`src/rtl/mac_pe_stw_multi_pkg.sv`:
```
// Shared types for the multi-vector self-test PE: controller states, the
// test-vector record and the multiplier fault-injection helper.
package mac_stw_pkg;

    // Word width of a test-vector record. It sets the layout of the queue
    // entries, so the PE's WORD_SIZE must equal it.
    localparam int STW_WORD_SIZE = 16;

    typedef enum logic {
        IDLE = 1'b0,
        RUN  = 1'b1
    } stw_state_t;

    typedef struct packed {
        logic [STW_WORD_SIZE-1:0] mult_op1;
        logic [STW_WORD_SIZE-1:0] mult_op2;
        logic [STW_WORD_SIZE-1:0] add_op;
        logic [STW_WORD_SIZE-1:0] expected;
    } stw_tv_t;

    // Force the masked multiplier bits to the selected stuck-at level when
    // injection is enabled; otherwise pass the product through untouched.
    function automatic logic [STW_WORD_SIZE-1:0] fault_apply(
        input logic [STW_WORD_SIZE-1:0] mult,
        input logic [STW_WORD_SIZE-1:0] mask,
        input logic [1:0]               inj
    );
        logic [STW_WORD_SIZE-1:0] em;
        em = inj[0] ? mask : '0;
        return (mult & ~em) | (inj[1] ? em : '0);
    endfunction

endpackage

```
`src/rtl/mac_pe_stw_multi_if.sv`:
```
// Test-vector load and self-test control/status bundle between the array
// controller (master) and the PE (slave).
interface mac_pe_stw_multi_if #(
    parameter int WORD_SIZE = 16,
    parameter int TV_DEPTH  = 4
);
    localparam int FC_W  = $clog2(TV_DEPTH + 1);
    localparam int IDX_W = $clog2(TV_DEPTH);

    logic                 tv_valid;
    logic                 tv_ready;
    logic [WORD_SIZE-1:0] tv_mult_op1;
    logic [WORD_SIZE-1:0] tv_mult_op2;
    logic [WORD_SIZE-1:0] tv_add_op;
    logic [WORD_SIZE-1:0] tv_expected;
    logic                 stw_start;
    logic                 stw_busy;
    logic                 stw_done;
    logic                 stw_pass;
    logic [FC_W-1:0]      stw_fail_count;
    logic [IDX_W-1:0]     stw_first_fail_idx;

    modport master (
        output tv_valid, tv_mult_op1, tv_mult_op2, tv_add_op, tv_expected, stw_start,
        input  tv_ready, stw_busy, stw_done, stw_pass, stw_fail_count, stw_first_fail_idx
    );

    modport slave (
        input  tv_valid, tv_mult_op1, tv_mult_op2, tv_add_op, tv_expected, stw_start,
        output tv_ready, stw_busy, stw_done, stw_pass, stw_fail_count, stw_first_fail_idx
    );
endinterface

```
`src/rtl/mac_pe_stw_multi_tv_fifo.sv`:
```
// Synchronous test-vector FIFO; pointers wrap modulo DEPTH so any depth >= 2
// works. Push when full and pop when empty are dropped.
module stw_tv_fifo #(
    parameter  int WIDTH = 64,
    parameter  int DEPTH = 4,
    localparam int PTR_W = $clog2(DEPTH),
    localparam int CNT_W = $clog2(DEPTH + 1)
) (
    input  logic             clk,
    input  logic             rst,
    input  logic             push,
    input  logic [WIDTH-1:0] wr_data,
    input  logic             pop,
    output logic [WIDTH-1:0] rd_data,
    output logic             full,
    output logic             empty,
    output logic [CNT_W-1:0] count
);
    logic [WIDTH-1:0] mem [DEPTH];
    logic [PTR_W-1:0] wr_ptr, rd_ptr;
    logic             do_push, do_pop;

    function automatic logic [PTR_W-1:0] ptr_inc(input logic [PTR_W-1:0] p);
        return (p == PTR_W'(DEPTH - 1)) ? '0 : p + 1'b1;
    endfunction

    assign full    = (count == CNT_W'(DEPTH));
    assign empty   = (count == '0);
    assign do_push = push && !full;
    assign do_pop  = pop && !empty;
    assign rd_data = mem[rd_ptr];

    // Storage array; contents are don't-care until written, so no reset.
    always_ff @(posedge clk) begin
        if (do_push) mem[wr_ptr] <= wr_data;
    end

    // Pointer and occupancy bookkeeping.
    always_ff @(posedge clk) begin
        if (rst) begin
            wr_ptr <= '0;
            rd_ptr <= '0;
            count  <= '0;
        end else begin
            if (do_push) wr_ptr <= ptr_inc(wr_ptr);
            if (do_pop)  rd_ptr <= ptr_inc(rd_ptr);
            case ({do_push, do_pop})
                2'b10:   count <= count + 1'b1;
                2'b01:   count <= count - 1'b1;
                default: count <= count;
            endcase
        end
    end

endmodule

```
`src/rtl/mac_pe_stw_multi.sv`:
```
// Systolic MAC PE with a multi-vector self-test window. In IDLE the PE runs
// its normal weight/input-stationary MAC; a start command drains the queued
// test vectors through the same multiplier/adder, one per cycle, while the
// datapath registers are frozen, and records pass/fail statistics.
module mac_pe_stw_multi
    import mac_stw_pkg::*;
#(
    parameter  int WORD_SIZE = STW_WORD_SIZE,
    parameter  int TV_DEPTH  = 4,
    localparam int FC_W      = $clog2(TV_DEPTH + 1),
    localparam int IDX_W     = $clog2(TV_DEPTH)
) (
    input  logic                 clk,
    input  logic                 rst,
    input  logic                 fsm_op2_select_in,
    input  logic                 fsm_out_select_in,
    input  logic                 stat_bit_in,
    input  logic [WORD_SIZE-1:0] left_in,
    input  logic [WORD_SIZE-1:0] top_in,
    output logic [WORD_SIZE-1:0] right_out,
    output logic [WORD_SIZE-1:0] bottom_out,
    input  logic [1:0]           fault_inject,
    input  logic [WORD_SIZE-1:0] fault_mask,
    mac_pe_stw_multi_if.slave    stw
);
    localparam int TV_W = $bits(stw_tv_t);

    stw_state_t state, state_next;

    // Queue signals
    stw_tv_t         push_tv, head_tv;
    logic [TV_W-1:0] fifo_rd;
    logic            fifo_full, fifo_empty;
    logic [FC_W-1:0] fifo_count;
    logic            push, pop, run, last, start_run;

    // Datapath
    logic [WORD_SIZE-1:0] left_in_reg, top_in_reg, acc_reg, stat_reg;
    logic [WORD_SIZE-1:0] op_a, op_b, add_op, mult, mult_f, adder_out;
    logic                 mismatch;

    // Results
    logic             pass_q, done_q;
    logic [FC_W-1:0]  fail_cnt_q;
    logic [IDX_W-1:0] first_idx_q, run_idx;

    assign push_tv = '{mult_op1: stw.tv_mult_op1, mult_op2: stw.tv_mult_op2,
                       add_op:   stw.tv_add_op,   expected: stw.tv_expected};
    assign head_tv = fifo_rd;

    assign run          = (state == RUN);
    assign stw.tv_ready = !run && !fifo_full;
    assign push         = stw.tv_valid && stw.tv_ready;
    assign pop          = run;
    assign last         = run && (fifo_count == FC_W'(1));
    // A push landing with the start counts, so an empty queue plus a push
    // still launches a run.
    assign start_run    = !run && stw.stw_start && (!fifo_empty || push);

    stw_tv_fifo #(
        .WIDTH (TV_W),
        .DEPTH (TV_DEPTH)
    ) u_fifo (
        .clk     (clk),
        .rst     (rst),
        .push    (push),
        .wr_data (push_tv),
        .pop     (pop),
        .rd_data (fifo_rd),
        .full    (fifo_full),
        .empty   (fifo_empty),
        .count   (fifo_count)
    );

    // Operand selection: test mode feeds the queue head into the real MAC path.
    always_comb begin
        op_a   = left_in_reg;
        op_b   = stat_bit_in ? stat_reg : top_in_reg;
        add_op = stat_bit_in ? top_in_reg : acc_reg;
        if (run) begin
            op_a   = head_tv.mult_op1;
            op_b   = head_tv.mult_op2;
            add_op = head_tv.add_op;
        end
    end

    assign mult      = op_a * op_b;
    assign mult_f    = fault_apply(mult, fault_mask, fault_inject);
    assign adder_out = mult_f + add_op;
    assign mismatch  = (adder_out != head_tv.expected);

    // Controller state register.
    always_ff @(posedge clk) begin
        if (rst) state <= IDLE;
        else     state <= state_next;
    end

    // Next state: launch on a qualified start, return after the last pop.
    always_comb begin
        state_next = state;
        case (state)
            IDLE:    if (start_run) state_next = RUN;
            RUN:     if (last)      state_next = IDLE;
            default: state_next = IDLE;
        endcase
    end

    // Datapath registers; they hold for the whole run so array outputs stay put.
    always_ff @(posedge clk) begin
        if (rst) begin
            left_in_reg <= '0;
            top_in_reg  <= '0;
            acc_reg     <= '0;
            stat_reg    <= '0;
        end else if (!run) begin
            left_in_reg <= left_in;
            top_in_reg  <= top_in;
            acc_reg     <= adder_out;
            if (fsm_op2_select_in) stat_reg <= top_in;
        end
    end

    // Run statistics: cleared on launch, updated once per popped vector.
    always_ff @(posedge clk) begin
        if (rst) begin
            pass_q      <= 1'b1;
            fail_cnt_q  <= '0;
            first_idx_q <= '0;
            run_idx     <= '0;
            done_q      <= 1'b0;
        end else begin
            done_q <= run && last;
            if (start_run) begin
                pass_q      <= 1'b1;
                fail_cnt_q  <= '0;
                first_idx_q <= '0;
                run_idx     <= '0;
            end else if (run) begin
                run_idx <= run_idx + 1'b1;
                if (mismatch) begin
                    pass_q     <= 1'b0;
                    fail_cnt_q <= fail_cnt_q + 1'b1;
                    if (fail_cnt_q == '0) first_idx_q <= run_idx;
                end
            end
        end
    end

    assign right_out              = left_in_reg;
    assign bottom_out             = fsm_out_select_in ? acc_reg : top_in_reg;
    assign stw.stw_busy           = run;
    assign stw.stw_done           = done_q;
    assign stw.stw_pass           = pass_q;
    assign stw.stw_fail_count     = fail_cnt_q;
    assign stw.stw_first_fail_idx = first_idx_q;

endmodule
```
`src/flat_wrapper.sv`:
```
// flat-port wrapper written by rule: the top's interface ports become plain ports
module mac_pe_stw_multi_flat import mac_stw_pkg::*;
#(
    parameter  int WORD_SIZE = STW_WORD_SIZE,
    parameter  int TV_DEPTH  = 4,
    localparam int FC_W      = $clog2(TV_DEPTH + 1),
    localparam int IDX_W     = $clog2(TV_DEPTH)
)
  (clk, rst, fsm_op2_select_in, fsm_out_select_in, stat_bit_in, left_in, top_in, right_out, bottom_out, fault_inject, fault_mask, stw_tv_valid, stw_tv_mult_op1, stw_tv_mult_op2, stw_tv_add_op, stw_tv_expected, stw_stw_start, stw_tv_ready, stw_stw_busy, stw_stw_done, stw_stw_pass, stw_stw_fail_count, stw_stw_first_fail_idx);
  mac_pe_stw_multi_if #(.WORD_SIZE(WORD_SIZE), .TV_DEPTH(TV_DEPTH)) stw_i ();
  input  logic clk;
  input  logic rst;
  input  logic fsm_op2_select_in;
  input  logic fsm_out_select_in;
  input  logic stat_bit_in;
  input  logic [WORD_SIZE-1:0] left_in;
  input  logic [WORD_SIZE-1:0] top_in;
  output logic [WORD_SIZE-1:0] right_out;
  output logic [WORD_SIZE-1:0] bottom_out;
  input  logic [1:0] fault_inject;
  input  logic [WORD_SIZE-1:0] fault_mask;
  input wire logic [$bits(stw_i.tv_valid)-1:0] stw_tv_valid;
  input wire logic [$bits(stw_i.tv_mult_op1)-1:0] stw_tv_mult_op1;
  input wire logic [$bits(stw_i.tv_mult_op2)-1:0] stw_tv_mult_op2;
  input wire logic [$bits(stw_i.tv_add_op)-1:0] stw_tv_add_op;
  input wire logic [$bits(stw_i.tv_expected)-1:0] stw_tv_expected;
  input wire logic [$bits(stw_i.stw_start)-1:0] stw_stw_start;
  output wire logic [$bits(stw_i.tv_ready)-1:0] stw_tv_ready;
  output wire logic [$bits(stw_i.stw_busy)-1:0] stw_stw_busy;
  output wire logic [$bits(stw_i.stw_done)-1:0] stw_stw_done;
  output wire logic [$bits(stw_i.stw_pass)-1:0] stw_stw_pass;
  output wire logic [$bits(stw_i.stw_fail_count)-1:0] stw_stw_fail_count;
  output wire logic [$bits(stw_i.stw_first_fail_idx)-1:0] stw_stw_first_fail_idx;
  assign stw_i.tv_valid = stw_tv_valid;
  assign stw_i.tv_mult_op1 = stw_tv_mult_op1;
  assign stw_i.tv_mult_op2 = stw_tv_mult_op2;
  assign stw_i.tv_add_op = stw_tv_add_op;
  assign stw_i.tv_expected = stw_tv_expected;
  assign stw_i.stw_start = stw_stw_start;
  assign stw_tv_ready = stw_i.tv_ready;
  assign stw_stw_busy = stw_i.stw_busy;
  assign stw_stw_done = stw_i.stw_done;
  assign stw_stw_pass = stw_i.stw_pass;
  assign stw_stw_fail_count = stw_i.stw_fail_count;
  assign stw_stw_first_fail_idx = stw_i.stw_first_fail_idx;
  mac_pe_stw_multi #(.WORD_SIZE(WORD_SIZE), .TV_DEPTH(TV_DEPTH)) u_core (.clk(clk), .rst(rst), .fsm_op2_select_in(fsm_op2_select_in), .fsm_out_select_in(fsm_out_select_in), .stat_bit_in(stat_bit_in), .left_in(left_in), .top_in(top_in), .right_out(right_out), .bottom_out(bottom_out), .fault_inject(fault_inject), .fault_mask(fault_mask), .stw(stw_i));
endmodule
```
`config.mk`:
```
export PLATFORM = sky130hd
export DESIGN_NAME = mac_pe_stw_multi_flat
export DESIGN_NICKNAME = d
export VERILOG_FILES = /design/src/rtl/mac_pe_stw_multi_pkg.sv /design/src/rtl/mac_pe_stw_multi_if.sv /design/src/rtl/mac_pe_stw_multi_tv_fifo.sv /design/src/rtl/mac_pe_stw_multi.sv /design/src/flat_wrapper.sv
export SDC_FILE = /design/constraint.sdc
export NUM_CORES = 1
export LEC_CHECK = 0
export BUFFER_PORTS_ARGS = -buffer_cell sky130_fd_sc_hd__buf_4
export CORE_MARGIN = 2
export CORE_UTILIZATION = 45
export CTS_CLUSTER_DIAMETER = 40
export CTS_CLUSTER_SIZE = 10
export DETAILED_ROUTE_END_ITERATION = 12
export GPL_TIMING_DRIVEN = 0
export SYNTH_ARGS = -nofsm -noshare
export SYNTH_HDL_FRONTEND = slang
export SYNTH_HIERARCHICAL = 1
export SYNTH_SLANG_ARGS = --single-unit
```
`constraint.sdc`:
```
create_clock -name clk -period 19.7 [get_ports clk]
set_clock_uncertainty 0.1 [all_clocks]
set_input_delay 2.955 -clock clk [delete_from_list [all_inputs] [get_ports clk]]
set_output_delay 2.955 -clock clk [all_outputs]
set_load 0.01 [all_outputs]
```
==> impl_metrics.csv <==
group,metric,value,unit
cells_and_area,largest_reg_flops,256,
cells_and_area,synthToLayoutAreaGrowth,18.70,%
timing,tns,0,ns
global_route,grt_antenna_before_repair,1,
timing,slew_headroom,10.43,%
clock_network,cts-htree-levels,2,
pwr,worst_ir_drop_vdd,0.1104,mV
synth,synth_compound_area_share,5.267,%
routing,wl_per_cell,22.25,um
critical_path,max_stage_delay,0.70,ns
critical_path,r2r_slack,9.14,ns
critical_path,critPathKind,"primary input to flip-flop",
critical_path,crit_slowest_cell,"o21ai_1",
hold_path,hold_depth,2,
hold_path,min_from,"u_core/stat_reg[7]",
synth,synth_top_family_by_area,"multiplexers",
cells_and_area,final_cells,2234,
critical_path,crit_path_start_kind,"primary input",
synth,synth_common_cells,"edfxtp_1 (256), nor2_1 (147), inv_1 (138)",
synth,muxShareOfSynthArea,14.42,%
synth,yosys.area.top_type,"edfxtp_1",
routing,drt_pre_antenna_iters,7,
global_route,grt.total_usage,23.05,%
synth,synth_edf_count,256,
hold_path,hold-path-endpoint,"u_core/stat_reg[7]",
critical_path,critPathCaptureType,"flip-flop",
timing,setup_ws,8.517,ns
synth,synth_top_area_share,41.12,%
critical_path,rr_worst_depth,36,
timing,final.period_utilization,56.77,%
critical_path,reg2reg_from,"u_core/stw.stw_busy",
placed_design,dp_cells,2149,
synth,yosysMostFrequentCell,"edfxtp_1",
synth,yosys.area_share.xor_xnor,3.908,%
synth,synthTopCellsByArea,"edfxtp_1 (41%), dfxtp_1 (8.9%), fa_1 (8.8%)",
clock_network,root_buffer,"clkbuf_16",
critical_path,required,20.04,ns
timing,fmax,89.42,MHz
global_route,top_usage_layer,"met2",
global_route,met3_usage,3.555,%
clock_network,cts_made_buffers,48,
synth,synthAdderAreaFrac,13.60,%
synth,avgSynthCellArea,12.84,um^2
clock_network,clock-sinks,339,
outcome,status,"finished, final reports clean",
synth,syn-instance-count,1456,
global_route,grtUsageMet1,33.64,%
pwr,p_leak,8.699,nW
timing,hold_viol_final,0,
placed_design,place_worst_setup_slack,7.966,ns
routing,drc,0,
flow_run,cap_violations,0,
synth,synthArstFlopShare,0,%
cells_and_area,drive_above_1_share,21.87,%
synth,synth_cell_types,69,
critical_path,crit_fanout,10,
clock_network,post_cts_buffers,0,
routing,via_per_inst,5.379,
routing,antenna_left,0,
pwr,power,3.950,mW
global_route,grt_pass1_wl,74.38,mm
clock_network,clock_tree.buffer_depth,3,
critical_path,r2r_end,"u_core/stw.stw_fail_count[1]",
timing,drv_slew,0,
synth,synth_area,18700,um^2
floorplan,dieWidth,207.8,um
placed_design,gp_congestion,0.8931,
routing,drt_iter0_markers,949,
floorplan,core_area,40920,um^2
synth,syn_nets,1731,
timing,setup_viol_count_final,0,
clock_network,clk_pin_slew_worst_paths,0.05,ns
clock_network,cts_hold_buf,0,
clock_network,cts_tree,"done",
cells_and_area,largest_register,"u_core/u_fifo/mem",
synth,ys_ff_latch,339,
placed_design,place_hpwl,37.09,mm
synth,synthFlopType,"edfxtp_1",
synth,ys_warn_count,6,
global_route,grt_max_degree,53,
global_route,grtUsageMet2,36.14,%
hold_path,hold_class,"flip-flop to flip-flop",
floorplan,die_area,43200,um^2
timing,max_slew.worst_pin.slew,1.332,ns
routing,vias,12020,
clock_network,cts_resized,0,
pwr,power.density,178.0,nW/um^2
synth,yosys.area_share.simple,8.312,%
floorplan,start_util,45.69,%
placed_design,portBuffers,157,
global_route,grt_pass1_vias,12120,
critical_path,cp.arrival,11.53,ns
synth,synth_seq_area_share,50.00,%
global_route,grt-ovfl-total,0,
clock_network,clock_latency,0.58,ns
floorplan,ios,162,
routing,wl,49.72,mm
floorplan,die_h,207.8,um
timing,rsz0062_at_grt,"false",
floorplan,rows,74,
timing,final.min_clock_period,11.18,ns
cells_and_area,layout.nets,1942,
==> placed cells by master (no fill, tap or decap), types with 6 or more instances in the layout <==
cell         n
mux2i_1     73
dfxtp_1     83
nor2_1     147
inv_6        7
nand2_1    130
a21oi_1     63
nor2b_1     15
clkbuf_1    48
xor2_1      21
a21o_1      12
buf_4      164
buf_1       12
nand2b_1    14
inv_1      138
xnor2_1     34
edfxtp_1   256
xnor3_1     10
mux4_2      64
fa_1        82
or2_2        8
ha_1        72
buf_6        6
nand3_1     11
o21ai_0     31
mux2_2      37
o21a_1      11
a211oi_1     6
clkbuf_16   48
nor3_1       7
==> per-stage QoR <==
step / hold slack [ns] / util [%] / area, um^2
after floorplan: 0.3329 / - / 18700
after global placement: 0.3358 / 50.19 / 20540
after detailed placement: 0.3462 / 50.50 / 20670
after CTS: 0.3532 / 54.23 / 22190
after global routing: 0.3722 / 54.23 / 22190
final: 0.3519 / 54.23 / 22190
==> layer usage <==
layer | vias to the layer above | part of all wire [%]
met5 | - | 0
met4 | 0 | 2.3
met3 | 60 | 5.3
met2 | 327 | 47
met1 | 6066 | 46
li1 | 5563 | -
==> layout make-up <==
| type | count | area, um^2 |
|---|---|---|
| buffer | 61 | 315.3 |
| antenna | 1 | 2.502 |
| fill | 3503 | 18730 |
| timing repair buffer | 161 | 1289 |
| inverter | 139 | 524.3 |
| sequential | 339 | 9349 |
| clock buffer | 64 | 1261 |
| clock inverter | 20 | 262.8 |
| multi-input combinational | 917 | 8524 |
| tap | 532 | 665.6 |
==> worst max-delay path: cells and delay by family <==
kind                       cells  cell delay (ns)
muxes                          2             0.68
and+or+nand+nor                4             1.20
xor gates and xnor gates       2             0.35
buffers and inverters          5             0.43
adders and majority gates      8             3.04
AOI/OAI and AO/OA             12             2.87
==> kinds of logic after synthesis <==
group | count (synthesis)
compound gates | 157
buf+inv | 200
xor+xnor | 66
mux | 181
flops | 339
simple gates | 359
fa+ha+maj | 154
==> worst max path at each step <==
stage	end	slack, ns	cells past startpoint	startpoint
2_1_floorplan	u_core/stw.stw_fail_count[2]	9.48	31	stat_bit_in
3_3_place_gp	u_core/stw.stw_fail_count[0]	8.05	29	stat_bit_in
3_5_place_dp	u_core/stw.stw_fail_count[0]	7.97	31	stat_bit_in
4_1_cts	u_core/stw.stw_fail_count[1]	8.55	31	stat_bit_in
5_1_grt	u_core/stw.stw_fail_count[1]	8.10	31	stat_bit_in
6_report	u_core/stw.stw_fail_count[1]	8.52	33	stat_bit_in
==> power breakdown <==
part,internal [mW],switching [mW]
clock,0.506,0.313
combinational,0.953,1.26
sequential,0.877,0.0413
total,2.34,1.61
(Power assumes the default switching activity.)
